[src/rtl/pcie_us_pkg.sv]
// Shared UltraScale PCIe CQ/CC definitions: request encodings, completion
// status codes, descriptor bit offsets and width-derived tuser defaults.
package pcie_us_pkg;

  typedef enum logic [2:0] {
    ST_IDLE      = 3'd0,
    ST_WRITE     = 3'd1,
    ST_READ      = 3'd2,
    ST_READ_WAIT = 3'd3,
    ST_CC_SEND   = 3'd4,
    ST_DROP      = 3'd5
  } state_e;

  localparam logic [3:0] REQ_MEM_RD     = 4'b0000;
  localparam logic [3:0] REQ_MEM_WR     = 4'b0001;
  localparam logic [3:0] REQ_IO_RD      = 4'b0010;
  localparam logic [3:0] REQ_IO_WR      = 4'b0011;
  localparam logic [3:0] REQ_FETCH_ADD  = 4'b0100;
  localparam logic [3:0] REQ_SWAP       = 4'b0101;
  localparam logic [3:0] REQ_CAS        = 4'b0110;
  localparam logic [3:0] REQ_MSG        = 4'b1100;
  localparam logic [3:0] REQ_MSG_VENDOR = 4'b1101;

  localparam logic [2:0] CPL_SC = 3'd0;
  localparam logic [2:0] CPL_UR = 3'd1;
  localparam logic [2:0] CPL_CA = 3'd4;

  localparam int unsigned CQ_DWCNT_LSB   = 64;
  localparam int unsigned CQ_REQTYPE_LSB = 75;
  localparam int unsigned CQ_REQID_LSB   = 80;
  localparam int unsigned CQ_TAG_LSB     = 96;
  localparam int unsigned CQ_TC_LSB      = 121;
  localparam int unsigned CQ_ATTR_LSB    = 124;
  localparam int unsigned CQ_DATA_LSB    = 128;

  localparam int unsigned CC_LOWADDR_LSB  = 0;
  localparam int unsigned CC_BYTECNT_LSB  = 16;
  localparam int unsigned CC_DWCNT_LSB    = 32;
  localparam int unsigned CC_STATUS_LSB   = 43;
  localparam int unsigned CC_REQID_LSB    = 48;
  localparam int unsigned CC_TAG_LSB      = 64;
  localparam int unsigned CC_CPLID_LSB    = 72;
  localparam int unsigned CC_CPLID_EN_BIT = 88;
  localparam int unsigned CC_TC_LSB       = 89;
  localparam int unsigned CC_ATTR_LSB     = 92;
  localparam int unsigned CC_DATA_LSB     = 96;

  function automatic int cq_user_width(input int data_width);
    return (data_width < 512) ? 85 : 183;
  endfunction

  function automatic int cc_user_width(input int data_width);
    return (data_width < 512) ? 33 : 81;
  endfunction

endpackage

[src/rtl/pcie_us_be_decode.sv]
// First-DW byte-enable decode: completion byte count and offset of the lowest
// enabled byte (used for the completion lower address).
module pcie_us_be_decode
  import pcie_us_pkg::*;
(
  input  logic [3:0] first_be,
  output logic [2:0] byte_count,
  output logic [1:0] low_offset
);

  always_comb begin
    casez (first_be)
      4'b1??1:                    byte_count = 3'd4;
      4'b01?1, 4'b1?10:           byte_count = 3'd3;
      4'b0011, 4'b0110, 4'b1100:  byte_count = 3'd2;
      default:                    byte_count = 3'd1;
    endcase
  end

  always_comb begin
    if (first_be[0])      low_offset = 2'd0;
    else if (first_be[1]) low_offset = 2'd1;
    else if (first_be[2]) low_offset = 2'd2;
    else if (first_be[3]) low_offset = 2'd3;
    else                  low_offset = 2'd0;
  end

endmodule

[src/rtl/pcie_us_cq_reg_target.sv]
// Single-DWORD register completer: turns 1-DW CQ memory requests into register
// strobes and answers reads (and unsupported non-posted requests) on CC.
module pcie_us_cq_reg_target
  import pcie_us_pkg::*;
#(
  parameter int AXIS_PCIE_DATA_WIDTH    = 256,
  parameter int AXIS_PCIE_KEEP_WIDTH    = AXIS_PCIE_DATA_WIDTH / 32,
  parameter int AXIS_PCIE_CQ_USER_WIDTH = cq_user_width(AXIS_PCIE_DATA_WIDTH),
  parameter int AXIS_PCIE_CC_USER_WIDTH = cc_user_width(AXIS_PCIE_DATA_WIDTH),
  parameter int REG_ADDR_WIDTH          = 16,
  parameter int RD_TIMEOUT              = 255
) (
  input  logic                               clk,
  input  logic                               rst,

  input  logic [AXIS_PCIE_DATA_WIDTH-1:0]    s_axis_cq_tdata,
  input  logic [AXIS_PCIE_KEEP_WIDTH-1:0]    s_axis_cq_tkeep,
  input  logic                               s_axis_cq_tvalid,
  output logic                               s_axis_cq_tready,
  input  logic                               s_axis_cq_tlast,
  input  logic [AXIS_PCIE_CQ_USER_WIDTH-1:0] s_axis_cq_tuser,

  output logic [AXIS_PCIE_DATA_WIDTH-1:0]    m_axis_cc_tdata,
  output logic [AXIS_PCIE_KEEP_WIDTH-1:0]    m_axis_cc_tkeep,
  output logic                               m_axis_cc_tvalid,
  input  logic                               m_axis_cc_tready,
  output logic                               m_axis_cc_tlast,
  output logic [AXIS_PCIE_CC_USER_WIDTH-1:0] m_axis_cc_tuser,

  input  logic [15:0]                        completer_id,

  output logic [REG_ADDR_WIDTH-1:0]          reg_wr_addr,
  output logic [31:0]                        reg_wr_data,
  output logic [3:0]                         reg_wr_strb,
  output logic                               reg_wr_en,
  output logic [REG_ADDR_WIDTH-1:0]          reg_rd_addr,
  output logic                               reg_rd_en,
  input  logic [31:0]                        reg_rd_data,
  input  logic                               reg_rd_ack,

  output logic                               status_error_uncor
);

  if (AXIS_PCIE_DATA_WIDTH != 256 && AXIS_PCIE_DATA_WIDTH != 512) begin : g_bad_width
    $error("pcie_us_cq_reg_target: AXIS_PCIE_DATA_WIDTH must be 256 or 512");
  end

  // Address bits kept must also cover addr[6:2] for the completion lower address.
  localparam int ADDR_KEEP_W = (REG_ADDR_WIDTH > 7) ? REG_ADDR_WIDTH : 7;
  localparam int TMR_W       = ($clog2(RD_TIMEOUT + 1) > 8) ? $clog2(RD_TIMEOUT + 1) : 8;

  state_e                 state_q, state_d;
  logic                   cq_tready_q, cq_tready_d;
  logic [ADDR_KEEP_W-1:2] addr_q, addr_d;
  logic [3:0]             first_be_q, first_be_d;
  logic [15:0]            req_id_q, req_id_d;
  logic [7:0]             tag_q, tag_d;
  logic [2:0]             tc_q, tc_d;
  logic [2:0]             attr_q, attr_d;
  logic [31:0]            data_q, data_d;
  logic                   last_q, last_d;
  logic                   ur_q, ur_d;
  logic                   err_q, err_d;
  logic [TMR_W-1:0]       tmr_q, tmr_d;

  logic [10:0] req_dw_cnt;
  logic [3:0]  req_type;
  logic        req_non_posted;
  logic        cq_hs;
  logic        cc_valid;
  logic [2:0]  be_byte_count;
  logic [1:0]  be_low_offset;
  logic        unused_in;

  assign req_dw_cnt = s_axis_cq_tdata[CQ_DWCNT_LSB +: 11];
  assign req_type   = s_axis_cq_tdata[CQ_REQTYPE_LSB +: 4];
  assign req_non_posted = (req_type == REQ_MEM_RD) || (req_type == REQ_IO_RD) ||
                          (req_type == REQ_IO_WR) || (req_type == REQ_FETCH_ADD) ||
                          (req_type == REQ_SWAP) || (req_type == REQ_CAS);
  assign cq_hs    = s_axis_cq_tvalid && cq_tready_q;
  assign cc_valid = (state_q == ST_CC_SEND);
  assign unused_in = ^{s_axis_cq_tkeep, s_axis_cq_tuser, s_axis_cq_tdata};

  pcie_us_be_decode u_be_decode (
    .first_be   (first_be_q),
    .byte_count (be_byte_count),
    .low_offset (be_low_offset)
  );

  always_comb begin
    state_d    = state_q;
    addr_d     = addr_q;
    first_be_d = first_be_q;
    req_id_d   = req_id_q;
    tag_d      = tag_q;
    tc_d       = tc_q;
    attr_d     = attr_q;
    data_d     = data_q;
    last_d     = last_q;
    ur_d       = ur_q;
    err_d      = 1'b0;
    tmr_d      = tmr_q;

    case (state_q)
      ST_IDLE: begin
        if (cq_hs) begin
          addr_d     = s_axis_cq_tdata[ADDR_KEEP_W-1:2];
          first_be_d = s_axis_cq_tuser[3:0];
          req_id_d   = s_axis_cq_tdata[CQ_REQID_LSB +: 16];
          tag_d      = s_axis_cq_tdata[CQ_TAG_LSB +: 8];
          tc_d       = s_axis_cq_tdata[CQ_TC_LSB +: 3];
          attr_d     = s_axis_cq_tdata[CQ_ATTR_LSB +: 3];
          data_d     = s_axis_cq_tdata[CQ_DATA_LSB +: 32];
          last_d     = s_axis_cq_tlast;
          ur_d       = 1'b0;
          if (req_type == REQ_MEM_WR && req_dw_cnt == 11'd1) begin
            state_d = ST_WRITE;
          end else if (req_type == REQ_MEM_RD && req_dw_cnt == 11'd1) begin
            state_d = ST_READ;
          end else if (req_non_posted) begin
            ur_d    = 1'b1;
            err_d   = 1'b1;
            state_d = ST_CC_SEND;
          end else begin
            err_d   = 1'b1;
            state_d = s_axis_cq_tlast ? ST_IDLE : ST_DROP;
          end
        end
      end
      ST_WRITE: state_d = last_q ? ST_IDLE : ST_DROP;
      ST_READ: begin
        tmr_d = '0;
        if (reg_rd_ack) begin
          data_d  = reg_rd_data;
          state_d = ST_CC_SEND;
        end else begin
          state_d = ST_READ_WAIT;
        end
      end
      ST_READ_WAIT: begin
        // A real ack wins over a timeout landing in the same cycle.
        if (reg_rd_ack) begin
          data_d  = reg_rd_data;
          state_d = ST_CC_SEND;
        end else if (tmr_q == TMR_W'(RD_TIMEOUT)) begin
          data_d  = '1;
          state_d = ST_CC_SEND;
        end else begin
          tmr_d = tmr_q + TMR_W'(1);
        end
      end
      ST_CC_SEND: begin
        if (m_axis_cc_tready) state_d = last_q ? ST_IDLE : ST_DROP;
      end
      ST_DROP: begin
        if (cq_hs && s_axis_cq_tlast) state_d = ST_IDLE;
      end
      default: state_d = ST_IDLE;
    endcase

    cq_tready_d = (state_d == ST_IDLE) || (state_d == ST_DROP);
  end

  always_ff @(posedge clk) begin
    if (rst) begin
      state_q     <= ST_IDLE;
      cq_tready_q <= 1'b0;
      addr_q      <= '0;
      first_be_q  <= '0;
      req_id_q    <= '0;
      tag_q       <= '0;
      tc_q        <= '0;
      attr_q      <= '0;
      data_q      <= '0;
      last_q      <= 1'b0;
      ur_q        <= 1'b0;
      err_q       <= 1'b0;
      tmr_q       <= '0;
    end else begin
      state_q     <= state_d;
      cq_tready_q <= cq_tready_d;
      addr_q      <= addr_d;
      first_be_q  <= first_be_d;
      req_id_q    <= req_id_d;
      tag_q       <= tag_d;
      tc_q        <= tc_d;
      attr_q      <= attr_d;
      data_q      <= data_d;
      last_q      <= last_d;
      ur_q        <= ur_d;
      err_q       <= err_d;
      tmr_q       <= tmr_d;
    end
  end

  always_comb begin
    m_axis_cc_tdata = '0;
    m_axis_cc_tkeep = '0;
    if (cc_valid) begin
      if (ur_q) begin
        m_axis_cc_tdata[CC_BYTECNT_LSB +: 13] = 13'd4;
        m_axis_cc_tdata[CC_STATUS_LSB +: 3]   = CPL_UR;
        m_axis_cc_tkeep[2:0]                  = 3'b111;
      end else begin
        m_axis_cc_tdata[CC_LOWADDR_LSB +: 7]  = {addr_q[6:2], be_low_offset};
        m_axis_cc_tdata[CC_BYTECNT_LSB +: 13] = {10'd0, be_byte_count};
        m_axis_cc_tdata[CC_DWCNT_LSB +: 11]   = 11'd1;
        m_axis_cc_tdata[CC_STATUS_LSB +: 3]   = CPL_SC;
        m_axis_cc_tdata[CC_DATA_LSB +: 32]    = data_q;
        m_axis_cc_tkeep[3:0]                  = 4'b1111;
      end
      m_axis_cc_tdata[CC_REQID_LSB +: 16]  = req_id_q;
      m_axis_cc_tdata[CC_TAG_LSB +: 8]     = tag_q;
      m_axis_cc_tdata[CC_CPLID_LSB +: 16]  = completer_id;
      m_axis_cc_tdata[CC_CPLID_EN_BIT]     = 1'b0;
      m_axis_cc_tdata[CC_TC_LSB +: 3]      = tc_q;
      m_axis_cc_tdata[CC_ATTR_LSB +: 3]    = attr_q;
    end
  end

  assign m_axis_cc_tvalid   = cc_valid;
  assign m_axis_cc_tlast    = cc_valid;
  assign m_axis_cc_tuser    = '0;
  assign s_axis_cq_tready   = cq_tready_q;
  assign reg_wr_en          = (state_q == ST_WRITE);
  assign reg_wr_addr        = {addr_q[REG_ADDR_WIDTH-1:2], 2'b00};
  assign reg_wr_data        = data_q;
  assign reg_wr_strb        = first_be_q;
  assign reg_rd_en          = (state_q == ST_READ);
  assign reg_rd_addr        = {addr_q[REG_ADDR_WIDTH-1:2], 2'b00};
  assign status_error_uncor = err_q;

endmodule

[config.mk]
export PLATFORM = sky130hd
export DESIGN_NAME = pcie_us_cq_reg_target
export DESIGN_NICKNAME = d
export VERILOG_FILES = /design/src/rtl/pcie_us_pkg.sv /design/src/rtl/pcie_us_be_decode.sv /design/src/rtl/pcie_us_cq_reg_target.sv
export SDC_FILE = /design/constraint.sdc
export NUM_CORES = 1
export LEC_CHECK = 0
export ABC_AREA = 0
export BUFFER_PORTS_ARGS = -buffer_cell sky130_fd_sc_hd__buf_2
export CORE_AREA = 2 2 298 300
export CTS_CLUSTER_DIAMETER = 80
export CTS_CLUSTER_SIZE = 25
export DETAILED_ROUTE_END_ITERATION = 12
export DIE_AREA = 0 0 300 302
export PLACE_DENSITY = 0.3
export SLEW_MARGIN = 20
export SYNTH_ARGS = -nofsm -noshare
export SYNTH_HDL_FRONTEND = slang
export SYNTH_HIERARCHICAL = 1
export SYNTH_SLANG_ARGS = --single-unit
[constraint.sdc]
create_clock -name clk -period 4 [get_ports clk]
set_input_delay 0.8 -clock clk [delete_from_list [all_inputs] [get_ports clk]]
set_output_delay 0.8 -clock clk [all_outputs]
set_load 0.005 [all_outputs]
==> summary.txt <==
STA
  – Final Hold Viols: 0
  – Period utilization: 0.8294
  – Final setup fails: 0
  – Fmax: 301.4 MHz
  – RSZ-0062 raised after global routing: no
  – Max-slew headroom: 0.3961
  – Final worst path period need: 3.318 ns
  – Worst-margin pin slew: 0.9058 ns
  – Pins Over Slew Limit: 0
  – Clock skew: 0.01401 ns
  – Fin Setup TNS: 0 ns

Global routing
  – GRT busiest layer: met2
  – GRT Total Usage: 0.05388
  – M1 GR Usage: 0.06142
  – Met3 Usage GRT: 0.02313
  – Vias in the first global route: 5306
  – GR Overflow Total: 0
  – GRT met2 Usage: 0.08935
  – Largest net degree at the start of global routing: 56
  – Global-route wire length before repair: 34460 um
  – Initial antenna violation count: 7

Clocking
  – CTS tree: yes
  – CTS H-Tree Depth: 3
  – Clock Tree Buf Depth: 2
  – CTS clk-pin slew, worst paths: 0.08 ns
  – Setup Buffers After CTS: 0
  – Root Buffer: clkbuf_16
  – CTS buffer count: 9
  – Clk_lat worst skew: 0.40 ns
  – Clock sink count: 95
  – CTS resizes: 0
  – Hold_buf cts: 0

Setup path
  – Reg2reg end: ur_q
  – Flop2flop setup slack: 1.60 ns
  – Critical path capture point type: output port
  – CP cell instances: nor3b_4, and2b_2, buf_12, and2_1, buf_2
  – Largest fanout on the critical path: 40
  – Reg2reg path depth: 5
  – CP required: 3.20 ns
  – Critical path class: flop to output port
  – CP top delay family: simple AND/OR/NAND/NOR gates
  – Worst path bufs/invs: 2
  – Startpoint Class: flop
  – Critical-path top delay cell: dfxtp_1
  – RR Startpoint: state_q[2]
  – Critical path arrival: 2.52 ns
  – CP peak stage delay: 0.75 ns

Die
  – Initial Util: 0.07409
  – Chip Width: 300 um
  – Core area: 0.08756 sq mm
  – Num rows: 109
  – DIE HEIGHT: 302 um
  – Die area: 0.09060 sq mm
  – IO Pins: 774

Synthesis
  – Ys async rst share: 0
  – Share of the yosys chip area belonging to registers: 0.2932
  – Unique masters post-synth: 50
  – Yosys warns: 6
  – Most common flop cell mapped by yosys: dfxtp_1
  – Post-synth EDFFs: 0
  – Ranking of synthesized cells by area: dfxtp_1 (29%), buf_4 (26%), nand2_1 (9.8%)
  – #FFs+latches synth: 95
  – Avg Cell Area, Syn: 7.723 sq um
  – Cell taking the most area after synthesis: dfxtp_1
  – Area share of the largest cell type after synthesis: 0.2932
  – Cell count after synthesis: 840
  – Netlist Area Pre-Place: 0.006487 sq mm

Detailed routing
  – DRT iter0 DRCs: 168
  – DRC Markers: 0
  – WL final: 25570 um
  – Vias per cell: 2.534
  – Wire per inst: 11.20 um
  – Antenna viol nets, final: 0
  – Via Count: 5786
  – Initial DRT Pass Iterations: 4

Power
  – Combinational share of power: 0.327
  – Clock power share: 0.302
  – Overall power: 3.231 mW
  – Leak: 3.952 nW
  – Sw frac: 0.3850
  – Internal power: 1.987 mW
  – P_sw: 1.244 mW
  – Seq pwr share: 0.371
  – P per Cell Area: 366.2 mW/mm^2
  – Max IR drop VDD: 227.8 uV

Placement
  – Dpl hpwl: 19460 um
  – GPL Wtd Cong: 0.7000
  – Port Buffers: 312

Outcome
  – Status: completed

Hold path
  – Hold Crit Class: flop to flop
  – Hold Path Stages: 2
  – Hold EP: tag_q[7]
  – Hold path start: tag_q[7]

Flow run
  – Max_cap viols: 0

Cells and area
  – Fraction of layout cells with a size suffix above 1: 0.3445
  – Most frequent cells in the layout: buf_2 (311), conb_1 (207), nand2_1 (170)
  – Nets: 1509
  – Area Overhead vs Synth: 36.01%
  – Most common cell after layout, fill and taps aside: buf_2
## worst reg2reg max path, stage by stage (launching register included)
cell and delay (ns):
dfxtp_1 0.52, or4_2 1.06, buf_4 0.40, nor3_1 0.23, a21oi_1 0.06, nor2_1 0.08
## worst max path at each step
stage / end / slack (ns) / cells after the start / startpoint
finish: m_axis_cc_tdata[96] / 0.68 / 5 / state_q[2]
global route: m_axis_cc_tdata[122] / 0.46 / 5 / state_q[2]
CTS: m_axis_cc_tdata[96] / 0.52 / 5 / state_q[2]
detailed placement: m_axis_cc_tdata[96] / 1.02 / 5 / state_q[2]
global placement: m_axis_cc_tdata[96] / 1.0 / 5 / state_q[2]
floorplan: m_axis_cc_tdata[0] / 1.86 / 5 / state_q[1]
## cell families after synthesis
logic type                 after synthesis  share of synthesized area
and+or+nand+nor                        349                     0.2550
DFF                                     95                     0.2932
xor gates and xnor gates                 8                    0.01080
muxes                                    2                   0.003279
other                                    1                  0.0005780
adders and majority gates                1                   0.001928
buffers and inverters                  277                     0.2978
AOI/OAI and AO/OA                      107                     0.1375
## layout make-up
type	count	area (sq um)
inverters	2	7.507
clock buffers	10	229.0
diodes	9	22.52
flip-flops and latches	95	1902
repair buffers	323	1684
fillers	10350	78730
well taps	1165	1458
clock inverters	5	58.81
multi-input cells	674	3462
## synth_stat cells, types with 2 or more instances
cell type,number
a311oi_1,2
dfxtp_1,95
a21oi_1,58
and2_1,90
nand4_1,6
buf_2,8
buf_6,4
nor3b_1,2
and2b_1,2
nand3_1,5
nor4_1,2
a31oi_1,2
clkbuf_1,35
inv_1,2
nand2_1,170
nor2_1,51
buf_4,227
nand2b_1,4
xnor2_1,6
o21ai_0,3
a311oi_2,30
a21boi_0,2
nor3_1,6
xor2_1,2
## through the flow
stage,utilization,worst slack (ns),area [sq um],hold slack (ns),std cells
global placement,0.09723,0.9994,8513,0.4396,2259
floorplan,-,1.863,7261,0.4317,1046
detailed placement,0.09723,1.022,8513,0.4448,2259
finish,0.1008,0.6824,8823,0.4515,2283
global route,0.1005,0.4574,8801,0.4729,2274
CTS,0.1005,0.5248,8801,0.4566,2274
## registers in the layout, indices dropped and copies added (netlist names)
| signal | cells |
|---|---|
| addr_q | 14 |
| attr_q | 3 |
| last_q | 1 |
| reg_wr_data | 32 |
| reg_wr_strb | 4 |
| req_id_q | 16 |
| s_axis_cq_tready | 1 |
| state_q | 3 |
| status_error_uncor | 1 |
| tag_q | 8 |
| tc_q | 3 |
| tmr_q | 8 |
| ur_q | 1 |
## power groups by stage
stage / logic [mW] / registers [mW] / clock network (mW)
final: 1.06 / 1.20 / 0.976
after global routing: 1.20 / 1.22 / 1.07
after CTS: 1.10 / 1.21 / 1.07
after detailed placement: 1.10 / 1.23 / 0
after global placement: 1.10 / 1.22 / 0
after floorplan: 0.778 / 1.19 / 0
## routing by layer
| metal | share of wire | up-vias |
|---|---|---|
| met1 | 0.42 | 2616 |
| met5 | 0 | - |
| met3 | 0.099 | 15 |
| li1 | - | 2821 |
| met4 | 0.015 | 0 |
| met2 | 0.47 | 334 |
No activity file was read; power rests on OpenSTA's default activity.
